===== src/rtl/f1_pkg.sv =====
// Shared types and constants for the F1 start-light sequencer.
// No timing of its own; pure declarations plus the LFSR feedback helper.
// No flow control; consumed by f1_start_seq and lfsr16.
package f1_pkg;

  typedef enum logic [2:0] {
    ST_IDLE,
    ST_FILL,
    ST_HOLD,
    ST_GO,
    ST_DONE,
    ST_FAULT
  } f1_state_t;

  // Fibonacci taps 16,14,13,11 expressed as bit positions 15,13,12,10.
  localparam logic [15:0] LFSR_TAPS    = 16'hB400;
  localparam logic [15:0] DEFAULT_SEED = 16'hACE1;

  function automatic logic lfsr_fb(input logic [15:0] s);
    return ^(s & LFSR_TAPS);
  endfunction

endpackage


===== src/rtl/f1_start_seq_lfsr16.sv =====
// Free-running 16-bit Fibonacci LFSR used to randomise the hold delay.
// Advances every clk; q reflects the register directly (zero latency).
// No backpressure; never stalls.
module lfsr16
  import f1_pkg::*;
(
  input  logic        clk,
  input  logic        rst,
  input  logic [15:0] seed,
  output logic [15:0] q
);

  logic [15:0] q_q;

  // Shift left every cycle, feeding the tap parity into bit 0.
  always_ff @(posedge clk or posedge rst) begin
    if (rst) q_q <= seed;
    else     q_q <= {q_q[14:0], lfsr_fb(q_q)};
  end

  assign q = q_q;

endmodule


===== src/rtl/f1_start_seq.sv =====
// F1 start-light sequencer: fill lamps, random/fixed hold, lights out, time reaction.
// trigger -> busy in 1 clk; every phase advances only on en ticks, react acts on any clk.
// No backpressure; en gaps stretch all phases, react is never gated.
module f1_start_seq
  import f1_pkg::*;
#(
  parameter int          NUM_LIGHTS = 8,
  parameter int          DELAY_W    = 7,
  parameter int          REACT_W    = 16,
  parameter logic [15:0] LFSR_SEED  = DEFAULT_SEED
) (
  input  logic                  clk,
  input  logic                  rst,
  input  logic                  en,
  input  logic                  trigger,
  input  logic                  react,
  input  logic [DELAY_W-1:0]    fixed_delay,
  output logic [NUM_LIGHTS-1:0] data_out,
  output logic                  busy,
  output logic                  go,
  output logic                  react_valid,
  output logic [REACT_W-1:0]    react_time,
  output logic                  jump_start
);

  localparam int LIT_W = $clog2(NUM_LIGHTS + 1);
  localparam logic [LIT_W-1:0] LIT_LAST = LIT_W'(NUM_LIGHTS - 1);
  localparam logic [LIT_W-1:0] LIT_FULL = LIT_W'(NUM_LIGHTS);

  f1_state_t            state_q, state_d;
  logic [LIT_W-1:0]     lit_q, lit_d;
  logic [DELAY_W-1:0]   delay_q, delay_d;
  logic [REACT_W-1:0]   rtime_q, rtime_d;
  logic [REACT_W-1:0]   react_time_q, react_time_d;
  logic [15:0]          lfsr_q;
  logic [DELAY_W-1:0]   delay_ld;

  lfsr16 u_lfsr (
    .clk  (clk),
    .rst  (rst),
    .seed (LFSR_SEED),
    .q    (lfsr_q)
  );

  // Hold length: fixed value if given, else the low LFSR bits; never zero.
  always_comb begin
    delay_ld = (fixed_delay != '0) ? fixed_delay : DELAY_W'(lfsr_q);
    if (delay_ld == '0) delay_ld = DELAY_W'(1);
  end

  // State and counter registers.
  always_ff @(posedge clk or posedge rst) begin
    if (rst) begin
      state_q      <= ST_IDLE;
      lit_q        <= '0;
      delay_q      <= '0;
      rtime_q      <= '0;
      react_time_q <= '0;
    end else begin
      state_q      <= state_d;
      lit_q        <= lit_d;
      delay_q      <= delay_d;
      rtime_q      <= rtime_d;
      react_time_q <= react_time_d;
    end
  end

  // Next-state logic. delay_q is left at 1 on the HOLD->GO edge and cleared in
  // GO, so a nonzero delay in GO marks the first GO cycle. In FAULT, lit_q[0]
  // is reused as the flash phase.
  always_comb begin
    state_d      = state_q;
    lit_d        = lit_q;
    delay_d      = delay_q;
    rtime_d      = rtime_q;
    react_time_d = react_time_q;
    unique case (state_q)
      ST_IDLE: begin
        if (trigger) begin
          state_d = ST_FILL;
          lit_d   = '0;
        end
      end
      ST_FILL: begin
        if (react) begin
          state_d = ST_FAULT;
          lit_d   = '0;
        end else if (en) begin
          if (lit_q == LIT_LAST) begin
            state_d = ST_HOLD;
            lit_d   = LIT_FULL;
            delay_d = delay_ld;
          end else begin
            lit_d = lit_q + LIT_W'(1);
          end
        end
      end
      ST_HOLD: begin
        if (react) begin
          state_d = ST_FAULT;
          lit_d   = '0;
        end else if (en) begin
          if (delay_q == DELAY_W'(1)) begin
            state_d = ST_GO;
            rtime_d = '0;
          end else begin
            delay_d = delay_q - DELAY_W'(1);
          end
        end
      end
      ST_GO: begin
        delay_d = '0;
        if (react) begin
          state_d      = ST_DONE;
          react_time_d = rtime_q;
        end else if (rtime_q == '1) begin
          state_d      = ST_DONE;
          react_time_d = '1;
        end else if (en) begin
          rtime_d = rtime_q + REACT_W'(1);
        end
      end
      ST_DONE: begin
        state_d = ST_IDLE;
      end
      ST_FAULT: begin
        if (en) lit_d[0] = ~lit_q[0];
        if (!trigger && !react) state_d = ST_IDLE;
      end
      default: begin
        state_d = ST_IDLE;
      end
    endcase
  end

  // Moore outputs decoded from the registered state.
  always_comb begin
    data_out = '0;
    unique case (state_q)
      ST_FILL: begin
        for (int i = 0; i < NUM_LIGHTS; i++) data_out[i] = (i < int'(lit_q));
      end
      ST_HOLD:  data_out = '1;
      ST_FAULT: data_out = lit_q[0] ? '0 : '1;
      default:  data_out = '0;
    endcase
  end

  assign busy        = (state_q != ST_IDLE);
  assign go          = (state_q == ST_GO) && (delay_q != '0);
  assign react_valid = (state_q == ST_DONE);
  assign jump_start  = (state_q == ST_FAULT);
  assign react_time  = react_time_q;

endmodule


===== config.mk =====
export PLATFORM = sky130hd
export DESIGN_NAME = f1_start_seq
export DESIGN_NICKNAME = d
export VERILOG_FILES = /design/src/rtl/f1_pkg.sv /design/src/rtl/f1_start_seq_lfsr16.sv /design/src/rtl/f1_start_seq.sv
export SDC_FILE = /design/constraint.sdc
export NUM_CORES = 1
export LEC_CHECK = 0
export ABC_CLOCK_PERIOD_IN_PS = 4300
export CORE_MARGIN = 2
export CORE_UTILIZATION = 25
export DETAILED_ROUTE_END_ITERATION = 12
export DONT_BUFFER_PORTS = 1
export GPL_TIMING_DRIVEN = 0
export RECOVER_POWER = 50
export SETUP_SLACK_MARGIN = 0.02
export SLEW_MARGIN = 20
export SYNTH_ARGS = -nofsm -noshare
export SYNTH_HDL_FRONTEND = slang
export SYNTH_SLANG_ARGS = --single-unit

===== constraint.sdc =====
create_clock -name clk -period 4.3 [get_ports clk]
set_input_delay 0.645 -clock clk [delete_from_list [all_inputs] [get_ports clk]]
set_output_delay 0.645 -clock clk [all_outputs]
set_load 0.05 [all_outputs]

Yosys cells after proc, flatten, opt, wreduce, memory -nomap -nowiden. Cells that the tools add are included.

Output and inout port bits: 28. Register bits: 62. Word-level logic and storage cells: 106.

Equality and inequality tests: 27. $lt $le $gt $ge: 8. $add $sub $neg: 3. Reduce and logical (&&, ||, !) cells: 21. Bitwise gates (word level): 1. Mux-type cells: 39.

Operators with widths (number): two-way mux 16 bit (8); two-way mux 7 bit (8); case mux 16 bit (2 select lines) (1); two-way mux 3 bit (10); inequality test 2 bit (second input constant) (13); case mux 8 bit (3 select lines) (1); case mux 7 bit (3 select lines) (1); AND reduction 7 bit (3); two-way mux 4 bit (5); adder 16 x 1 -> 16 bit (second input constant) (1); equality test 16 bit (second input constant) (1); less-than comparator 3 x 4 -> 1 bit (first input constant) (4); parity 16 bit (1); inequality test 3 bit (second input constant) (5); case mux 3 bit (5 select lines) (1); nonzero test 7 bit (2); case mux 3 bit (3 select lines) (1); nonzero test 3 bit (3); less-than comparator 1 x 4 -> 1 bit (first input constant) (2); less-than comparator 2 x 4 -> 1 bit (first input constant) (2); two-way mux 8 bit (1); equality test 7 x 1 -> 1 bit (second input constant) (1); logical NOT 7 bit (1); subtractor 7 x 1 -> 7 bit (second input constant) (1); 17 further kinds (22).

Depth between registers and ports, before layout. Gate-level depths: netlist of run 1.

Depth in word-level cells: 8. Gate-level depth with buffers: 8.

Least setup slack after synthesis of run 1. No wires, ideal clock.

Path kind: register to output. Start: register state_q[2]. End: output data_out[4]. Cell stages (with the launch flop): 5. Slack: 1.567 ns. Data arrival time: 2.088 ns. Cells stage by stage: dfrtp_1 -> and2b_1 -> nor2b_1 -> nand2_1 -> o21ai_0.

Cells in the longest elaborated chain, start to end: 2. Elaborated cells on any way between the ends: 4.

RTL lines: from (decl) (RTL line f1_start_seq.sv:30) `f1_state_t state_q, state_d;`; from (signal assigned) (RTL line f1_start_seq.sv:60) `state_q <= state_d;`; equality test 3 bit (tied with other cells) (RTL line f1_start_seq.sv:139) `unique case (state_q)`; case mux 8 bit (3 select lines) * (RTL line f1_start_seq.sv:139); to (decl) (RTL line f1_start_seq.sv:18) `output logic [NUM_LIGHTS-1:0] data_out,`.

Mark *: on every way between the ends. The rest lies on a longest branch, timed or not.

Final worst setup path of run 1.
Start: register state_q[1]. End: output data_out[1].

Same word-level chain as after synthesis.

==> run metrics, run 1 <==
final worst clock skew=0.00782 ns; part of the power in registers=41.4%; routability-driven placement congestion ratio=0.890; ys async rst share=100%; Setup CP Type=register to primary output; Net Count, Synth=337; EDFF count, synth=0; area grow syn2layout=17.5%; Syn Inst Count=319; Diodes inserted=0; Mapped Area=3240 µm²; Peak VDD IR=179 µV; RSZ-0062 raised after global routing=no; top_reg_cell synth=dfrtp_1; Total Wirelength=8010 µm; Bufs on Longest Clock Path=2; CTS tree=done; sum of negative setup slack=0 ns; Nets=349; Max Clk Rate=0.320 GHz; Hold Slack=0.253 ns; critical path cell sequence=nand2b_1 -> buf_2 -> nor2_1 -> a21oi_1 -> nand2_1 -> a21o_1; Worst path max stage delay=0.46 ns; drt initial violations=223; IO Count=40; violated checks=max-capacitance violations, max-slew violations; clk root buf=clkbuf_16; max cap viols=1; Tightest Hold Check Type=input pin to async pin; final hold violations=0; via/cell ratio=5.00; WP data required=3.65 ns; Clk pwr share=29.9%; DP HPWL=5660 µm; CP max stage cell=nand2_1; Worst setup EP type=primary output; Synth Register Bits=62; TritonCTS Buffers=9; Die Area=13900 µm²; most common cell after layout, fill and taps aside=dfrtp_1; core area=12600 µm²; Slew headroom=-73.9%; largest net degree at the start of global routing=49; Remaining Overflow, GRT=0; vias=2539; clk_lat worst skew=0.33 ns; first-pass GRT wire length=13200 µm; Pint=1.55 mW; Slew Limit Fails=49; setup bufs post-CTS=0; PwrDens=728 nW/µm²; Worst Path Arrival=2.48 ns; clk slew on worst S/H paths=0.06 ns; Lkg Pwr=1.60 nW; remaining antenna violation count=0; most frequent cells in the layout=dfrtp_1 (54), nand2_1 (24), nor2_1 (18), o22a_1 (16), a21oi_1 (15); starting density of the core=25.7%; DRC violations left=0; CP Launch Type=register; Port Buf Inserts=0; # setup viols final=0; sequential-to-total area share from yosys stat=48.2%; placed cell count=492; routed len/inst=15.8 µm; die width=118 µm; share of cells above drive strength 1=13.4%; fillers=1343; vias in the first global route=2558; Net Switching=1.22 mW; clock sink count=62; post-CTS sizing=0; Sw Ratio=44.0%; Final Cycle Share=72.8%; initial antenna violation count=0; non-filler cells, final=508; GRT Total Usage=11.9%; row cnt=41; # H-tree levels=3; worst-path maximum fanout=10; status=finished with violations; hold_buf cts=0; Cell variety after synth=60; Logic pwr share=28.7%; die span in y=118 µm; synth warn=0; minimum clock period=3.13 ns; worst slew pin tran=2.61 ns; TritonRoute pass-1 iters=4; Mean Syn Cell Area=10.2 µm²
-- metal layers --
metal  up-vias  track usage, %  wire, µm
met1      1246            14.6      3530
met3         7            4.26       469
li1       1226               -         -
met4         0            4.37       101
met5         -               0         0
met2        60            19.2      3910
-- critical path, delay by kind of cell (launching register included) --
family          cells  cell delay (ns)
compound gates      2             0.85
simple gates        3             0.69
flops               1             0.41
buf+inv             1             0.21
-- power by group through the flow --
stage	combinational (mW)	sequential (mW)	clock (mW)
2_1_floorplan	0.670	1.11	0
3_3_place_gp	0.775	1.16	0
3_5_place_dp	0.797	1.17	0
4_1_cts	0.803	1.15	0.841
5_1_grt	0.869	1.17	0.870
6_report	0.795	1.15	0.827
-- metrics by stage --
stage | power, mW | instance area [µm²] | utilization [%] | setup WS, ns
3_3_place_gp | 1.94 | 3460 | 27.4 | 1.35
6_report | 2.77 | 3810 | 30.2 | 1.17
5_1_grt | 2.91 | 3810 | 30.2 | 0.543
3_5_place_dp | 1.96 | 3490 | 27.7 | 1.49
4_1_cts | 2.80 | 3830 | 30.4 | 1.13
2_1_floorplan | 1.78 | 3240 | - | 1.57
-- path summary, 6_finish.rpt --
path                                        start                 endpoint  slack (ns)  depth (start not counted)
min reg2reg                u_lfsr.q[14]$_DFF_PP0_   u_lfsr.q[15]$_DFF_PP1_        0.35                          0
max in group asynchronous                     rst  rtime_q[12]$_DFFE_PP0P_        1.22                          2
min in group clk           u_lfsr.q[14]$_DFF_PP0_   u_lfsr.q[15]$_DFF_PP1_        0.35                          0
min                                           rst    u_lfsr.q[1]$_DFF_PP0_        0.25                          1
max reg2reg                rtime_q[0]$_DFFE_PP0P_   rtime_q[8]$_DFFE_PP0P_        2.04                          8
max                        state_q[1]$_DFFE_PP0P_              data_out[1]        1.17                          6
-- Yosys cell counts, types with 6 or more instances --
master / instances / area [µm²]
nand3_1: 12 / 60.1
a21oi_1: 15 / 75.1
nor2_1: 18 / 67.6
nor3_1: 7 / 35.0
a31oi_1: 14 / 87.6
o21ai_0: 11 / 55.1
buf_2: 8 / 40.0
dfstp_2: 8 / 210
nand4_1: 7 / 43.8
mux2i_1: 10 / 100
ha_1: 6 / 75.1
o22a_1: 16 / 140
dfrtp_1: 54 / 1350
o21ai_1: 12 / 60.1
inv_1: 12 / 45.0
nand2_1: 24 / 90.1
-- cell type report --
class	instances	area, µm²	share of cell area, %
Tap cell	172	215	5.65
Multi-Input combinational cell	227	1540	40.5
Timing Repair Buffer	1	3.75	0.0986
Inverter	13	50.0	1.31
Sequential cell	62	1560	41.0
Buffer	17	92.6	2.43
Clock inverter	6	111	2.93
Clock buffer	10	229	6.02
-- logic make-up (layout without fill, tap and decap cells) --
family	count (synthesis)	count (layout)	synth area share (%)
XOR/XNOR	3	3	0.811
buffers and inverters	30	47	4.36
adder cells (fa/ha/maj)	6	6	2.32
AND/OR/NAND/NOR	103	103	18.4
multiplexers	10	10	3.09
flip-flops	62	62	48.2
AO/OA/AOI/OAI	105	105	22.8
-- state kept, by name, indices dropped and copies added, names as in the netlist --
| register | count |
|---|---|
| react_time | 16 |
| delay_q | 7 |
| lit_q | 4 |
| rtime_q | 16 |
| u_lfsr.q | 16 |
| state_q | 3 |
Power figures use the tool's default switching activity.
==> inputs of run 2 (changes only) <==
- ABC_CLOCK_PERIOD_IN_PS: 4300 -> 2600
- clock period: 4.3 -> 2.6 ns (I/O delays scaled with it)
==> run 2 against run 1 <==
  * The run ends with negative setup slack left
  * Cell count increased by 0.20%
  * Clock power up 66%
  * Count of clock-buffer cells in the layout stayed put
  * First-iteration DRC count is 4.0% higher
  * Die area unchanged
  * Flip-flop and latch count unchanged
  * Critical path type unchanged
  * Largest cell class unchanged
==> run metrics, run 2 (synthesized netlist as in run 1, its figures left out) <==
# setup viols final=3 (+3); Final Cycle Share=104%; clk slew on worst S/H paths=0.05 ns (about the same); RSZ-0062 raised after global routing=yes; PwrDens=1200 nW/µm² (+65%); most common cell after layout, fill and taps aside=dfrtp_1; first-pass GRT wire length=13300 µm (+0.95%); Port Buf Inserts=0 (unchanged); # H-tree levels=3 (unchanged); row cnt=41 (unchanged); Clk pwr share=29.8% (about the same); final worst clock skew=0.00853 ns (+0.000705 ns); most frequent cells in the layout=dfrtp_1 (54), nand2_1 (23), nor2_1 (17), o22a_1 (16); violated checks=negative setup slack; Tightest Hold Check Type=input pin to register; IO Count=40 (unchanged); Setup CP Type=register to primary output; final core utilization=30.4% (+0.20 points); clk root buf=clkbuf_16; Final WS setup=-0.0999 ns (-1.27 ns); vias in the first global route=2592 (+1.3%); Pint=2.57 mW (+66%); Worst Min Path Start=fixed_delay[4]; Sw Ratio=44.2% (+0.15 points); routability-driven placement congestion ratio=0.890 (unchanged); drt initial violations=232 (+4.0%); TritonRoute pass-1 iters=5 (+1); CTS tree=done; remaining antenna violation count=0 (unchanged); DRC violations left=0 (unchanged); clk_lat worst skew=0.33 ns (about the same); fillers=1343 (unchanged); worst-path maximum fanout=5 (-5); clock sink count=62 (unchanged); Total Wirelength=8070 µm (+0.67%); minimum clock period=2.70 ns; die span in y=118 µm (unchanged); initial antenna violation count=0 (unchanged); TritonCTS Buffers=9 (unchanged); GRT Total Usage=12.0% (+0.093 points); R2R Path Start=rtime_q[0]$_DFFE_PP0P_; WP data required=2.21 ns (-1.44 ns); area grow syn2layout=18.2%; Worst Path Arrival=2.31 ns (-0.17 ns); via/cell ratio=5.05 (+0.94%); Diodes inserted=0 (unchanged); routed len/inst=15.8 µm (+0.48%); vias=2568 (+1.1%); worst slew pin tran=1.21 ns (-1.40 ns); Peak VDD IR=298 µV (+66%); Lkg Pwr=1.61 nW (+0.27%); Net Switching=2.04 mW (+67%); core area=12600 µm² (unchanged); share of cells above drive strength 1=15.1% (+1.7 points); part of the power in registers=41.2% (-0.2 points); Nets=350 (+0.29%); Worst path max stage delay=0.78 ns (+0.32 ns); Max Clk Rate=0.370 GHz; starting density of the core=25.7% (unchanged); Bufs on Longest Clock Path=2 (unchanged); Slew Limit Fails=0 (-100%); die width=118 µm (unchanged); critical path cell sequence=and2b_1 -> nor2b_1 -> nand2_1 -> o21ai_1; Worst Setup SP=state_q[2]$_DFFE_PP0P_; Worst setup EP type=primary output; largest net degree at the start of global routing=49 (unchanged); Slew headroom=19.5% (+93 points); Die Area=13900 µm² (unchanged); Crit path max-delay family=simple AND/OR/NAND/NOR gates; Remaining Overflow, GRT=0 (unchanged); final hold violations=0 (unchanged); Logic pwr share=29.0% (+0.3 points); status=finished with violations; Hold Slack=0.255 ns (+0.00274 ns); crit path buf inv count=0 (-1); CP Launch Type=register; CP max stage cell=o21ai_1; max cap viols=0 (-1); DP HPWL=5660 µm (unchanged)
==> run 2: changes by cell type in the layout (fill, tap and decap cells not counted) <==
cell	delta
a21o_1	-1
a21o_2	+1
a21oi_1	-2
a21oi_2	+2
clkbuf_1	-1
clkbuf_2	+1
dlygate4sd3_1	+1
nand2_1	-1
nand2_2	+1
nor2_1	-1
nor2_2	+1
==> run 2: what timing repair did <==
action                                 4_1_cts  5_1_grt
endpoints found under the hold margin        8        0
hold buffers                                 1        0
gates resized for setup                      4        1
setup buffers                                0        0
setup endpoints to repair                    5        4
==> run 2: metal layers <==
layer  routed length, µm  global-route usage, %
met1                3590                   14.8
met2                3900                   19.0
met5                   0                      0
met3                 446                   4.31
met4                 130                   4.89
==> run 2: power by group through the flow <==
stage | combinational [mW] | clock [mW] | sequential, mW
2_1_floorplan | 1.11 | 0 | 1.83
3_3_place_gp | 1.28 | 0 | 1.92
3_5_place_dp | 1.32 | 0 | 1.93
4_1_cts | 1.34 | 1.39 | 1.91
5_1_grt | 1.46 | 1.44 | 1.94
6_report | 1.34 | 1.37 | 1.90
==> run 2: layout make-up <==
cell class                 count  area (µm²)  share of cell area, %
sequential                    62        1560                   40.8
multi-input combinational    227        1560                   40.6
clock buffer                  10         229                   5.98
tap                          172         215                   5.62
clock inverter                 6         111                   2.91
buffer                        17        92.6                   2.42
inverter                      13        50.0                   1.31
timing repair buffer           2        15.0                  0.392
==> run 2: path summary, 6_finish.rpt <==
kind / end / slack [ns] / depth (start not counted)
max in group asynchronous: react_time[0]$_DFFE_PP0P_ / 0.48 / 3
worst max-delay path: data_out[5] / -0.1 / 4
min in group asynchronous: u_lfsr.q[1]$_DFF_PP0_ / 0.58 / 2
worst min-delay path: delay_q[4]$_DFFE_PP0P_ / 0.26 / 2
worst min register to register: u_lfsr.q[9]$_DFF_PP0_ / 0.35 / 0
worst max register to register: rtime_q[8]$_DFFE_PP0P_ / 0.32 / 8
==> run 2: per-stage QoR <==
step / area (µm²) / setup TNS [ns] / power [mW] / worst slack [ns] / std cells
after global placement: 3460 / -1.70 / 3.20 / -0.0967 / 491
after detailed placement: 3490 / 0 / 3.24 / 0.0436 / 492
after global routing: 3830 / -0.542 / 4.84 / -0.195 / 509
final: 3830 / -0.195 / 4.61 / -0.0999 / 509
after CTS: 3850 / -0.281 / 4.64 / -0.118 / 509
after floorplan: 3240 / 0 / 2.94 / 0.122 / 319
==> inputs of run 3 (changes only) <==
- CORE_UTILIZATION: 25 -> 45
- SETUP_SLACK_MARGIN: 0.02 -> 0.5
==> run 3 against run 2 <==
  * The flow now finishes without violations
  * Cell area is 0.33% higher
  * Sequential share of layout area is 0.068 points lower
  * Global-route usage is 8.1 points higher
  * Setup slack better by 0.52 ns
==> run metrics, run 3 (synthesized netlist as in run 1, its figures left out) <==
routability-driven placement congestion ratio=0.859 (-3.5%); clk slew on worst S/H paths=0.08 ns (+0.03 ns); Bufs on Longest Clock Path=2 (unchanged); share of cells above drive strength 1=22.9% (+7.8 points); # setup viols final=0 (-3); Worst setup EP type=primary output; Critical R2R Capture=delay_q[3]$_DFFE_PP0P_; DP Area=3390 µm² (-2.8%); Design Area, Final=3840 µm² (+0.33%); status=completed; remaining antenna violation count=0 (unchanged); sum of negative setup slack=0 ns (+0.195 ns); TritonRoute pass-1 iters=4 (-1); Worst Hold End=delay_q[0]$_DFFE_PP0P_; final worst clock skew=0.00762 ns (-0.000903 ns); Diodes inserted=0 (unchanged); WP data required=2.21 ns (about the same); first-pass GRT wire length=12000 µm (-9.5%); FF-to-FF path depth=7 (-1); most common cell after layout, fill and taps aside=dfrtp_1; Worst path max stage delay=0.38 ns (-0.40 ns); drt initial violations=124 (-47%); worst slew pin tran=1.15 ns (-0.0568 ns); DP HPWL=5200 µm (-8.2%); Crit path max-delay family=compound AO/OA/AOI/OAI gates; most frequent cells in the layout=dfrtp_1 (52), nand2_1 (21), o22a_1 (16), nor2_1 (15), a31oi_1 (14); die width=88.9 µm (-25%); Nets=358 (+2.3%); minimum clock period=2.18 ns (-0.524 ns); Worst Min Path Start=fixed_delay[0]; # H-tree levels=3 (unchanged); largest net degree at the start of global routing=40 (-18%); DRC violations left=0 (unchanged); core area=6870 µm² (-46%); routed len/inst=17.2 µm (+8.7%); Port Buf Inserts=0 (unchanged); Slew headroom=22.8% (+3.4 points); Worst Path Arrival=1.79 ns (-0.52 ns); worst-path maximum fanout=6 (+1); vias=2578 (+0.39%); clk_lat worst skew=0.34 ns (about the same); critical path cell sequence=buf_6 -> inv_6 -> mux2i_2 -> a21oi_4 -> nand2_8 -> a21o_4; IO Count=40 (unchanged); row cnt=30 (-27%); Slew Limit Fails=0 (unchanged); via/cell ratio=5.85 (+16%); Setup CP Type=register to primary output; Remaining Overflow, GRT=0 (unchanged); CTS tree=done; Final Cycle Share=83.7% (-20 points); TritonCTS Buffers=9 (unchanged); RSZ-0062 raised after global routing=yes; final hold violations=0 (unchanged); PwrDens=1140 nW/µm² (-5.2%); starting density of the core=47.2% (+21 points); R2R Path Start=state_q[2]$_DFFE_PP0P_; hold depth=2 (unchanged); Die Area=7900 µm² (-43%); Hold Slack=0.243 ns (-0.0123 ns); Total Wirelength=7600 µm (-5.8%); initial antenna violation count=0 (unchanged); CP max stage cell=dfrtp_1; clock sink count=62 (unchanged); clk root buf=clkbuf_8; CP Launch Type=register; die span in y=88.9 µm (-25%); area grow syn2layout=18.6%; vias in the first global route=2425 (-6.4%); max cap viols=0 (unchanged); Lkg Pwr=1.63 nW (+1.7%); Tightest Hold Check Type=input pin to register; Peak VDD IR=572 µV (+92%); final core utilization=56.0% (+26 points); register-to-register setup slack=0.63 ns (+0.31 ns); GRT Total Usage=20.1% (+8.1 points); Max Clk Rate=0.460 GHz (+24%); crit path buf inv count=2 (+2)
## run 3: cell types whose count changed in the layout (fill, tap and decap cells not counted), sizes merged
| cell | delta |
|---|---|
| bufinv | -2 |
| buf | +9 |
| clkinv | +2 |
| clkbuf | -2 |
| inv | +1 |
## run 3: area by class of cell
class	count	area, µm²
Buffer	17	116
Clock buffer	9	124
Clock inverter	7	81.3
Fill cell	617	3030
Inverter	13	58.8
Multi-Input combinational cell	227	1690
Sequential cell	62	1560
Tap cell	96	120
Timing Repair Buffer	10	93.8
## run 3: power by group
group          internal [mW]  switching, mW
logic                  0.626          0.994
registers               1.20          0.694
clock network          0.455          0.418
total                   2.28           2.11
## run 3: timing repair
action	CTS	global route
buffers inserted	5	3
pin swaps	3	3
hold endpoints to repair	23	0
resized for setup	35	12
endpoints found under the setup margin	19	23
hold buffers	1	0
## run 3: worst max-delay path by stage
stage | depth (start not counted) | slack, ns | from | endpoint
global route | 6 | 0.35 | state_q[2]$_DFFE_PP0P_ | data_out[1]
detailed placement | 4 | 0.20 | state_q[2]$_DFFE_PP0P_ | go
floorplan | 4 | 0.48 | state_q[2]$_DFFE_PP0P_ | data_out[4]
finish | 6 | 0.42 | state_q[2]$_DFFE_PP0P_ | data_out[2]
CTS | 3 | 0.40 | delay_q[4]$_DFFE_PP0P_ | go
global placement | 1 | -0.03 | rst | lit_q[2]$_DFFE_PP0P_
## run 3: per-layer routing
| metal | vias to the layer above | GRT usage, % | wire length (µm) |
|---|---|---|---|
| met3 | 17 | 3.73 | 290 |
| met2 | 60 | 31.3 | 3580 |
| met4 | 0 | 7.02 | 141 |
| met1 | 1256 | 28.2 | 3580 |
| met5 | - | 0 | 0 |
| li1 | 1245 | - | - |
## run 3: through the flow
step	setup slack, ns	cells	total power [mW]
5_1_grt	0.355	441	4.59
4_1_cts	0.399	438	4.34
6_report	0.424	441	4.38
3_5_place_dp	0.201	416	3.22
3_3_place_gp	-0.0344	415	3.20
2_1_floorplan	0.476	319	2.95
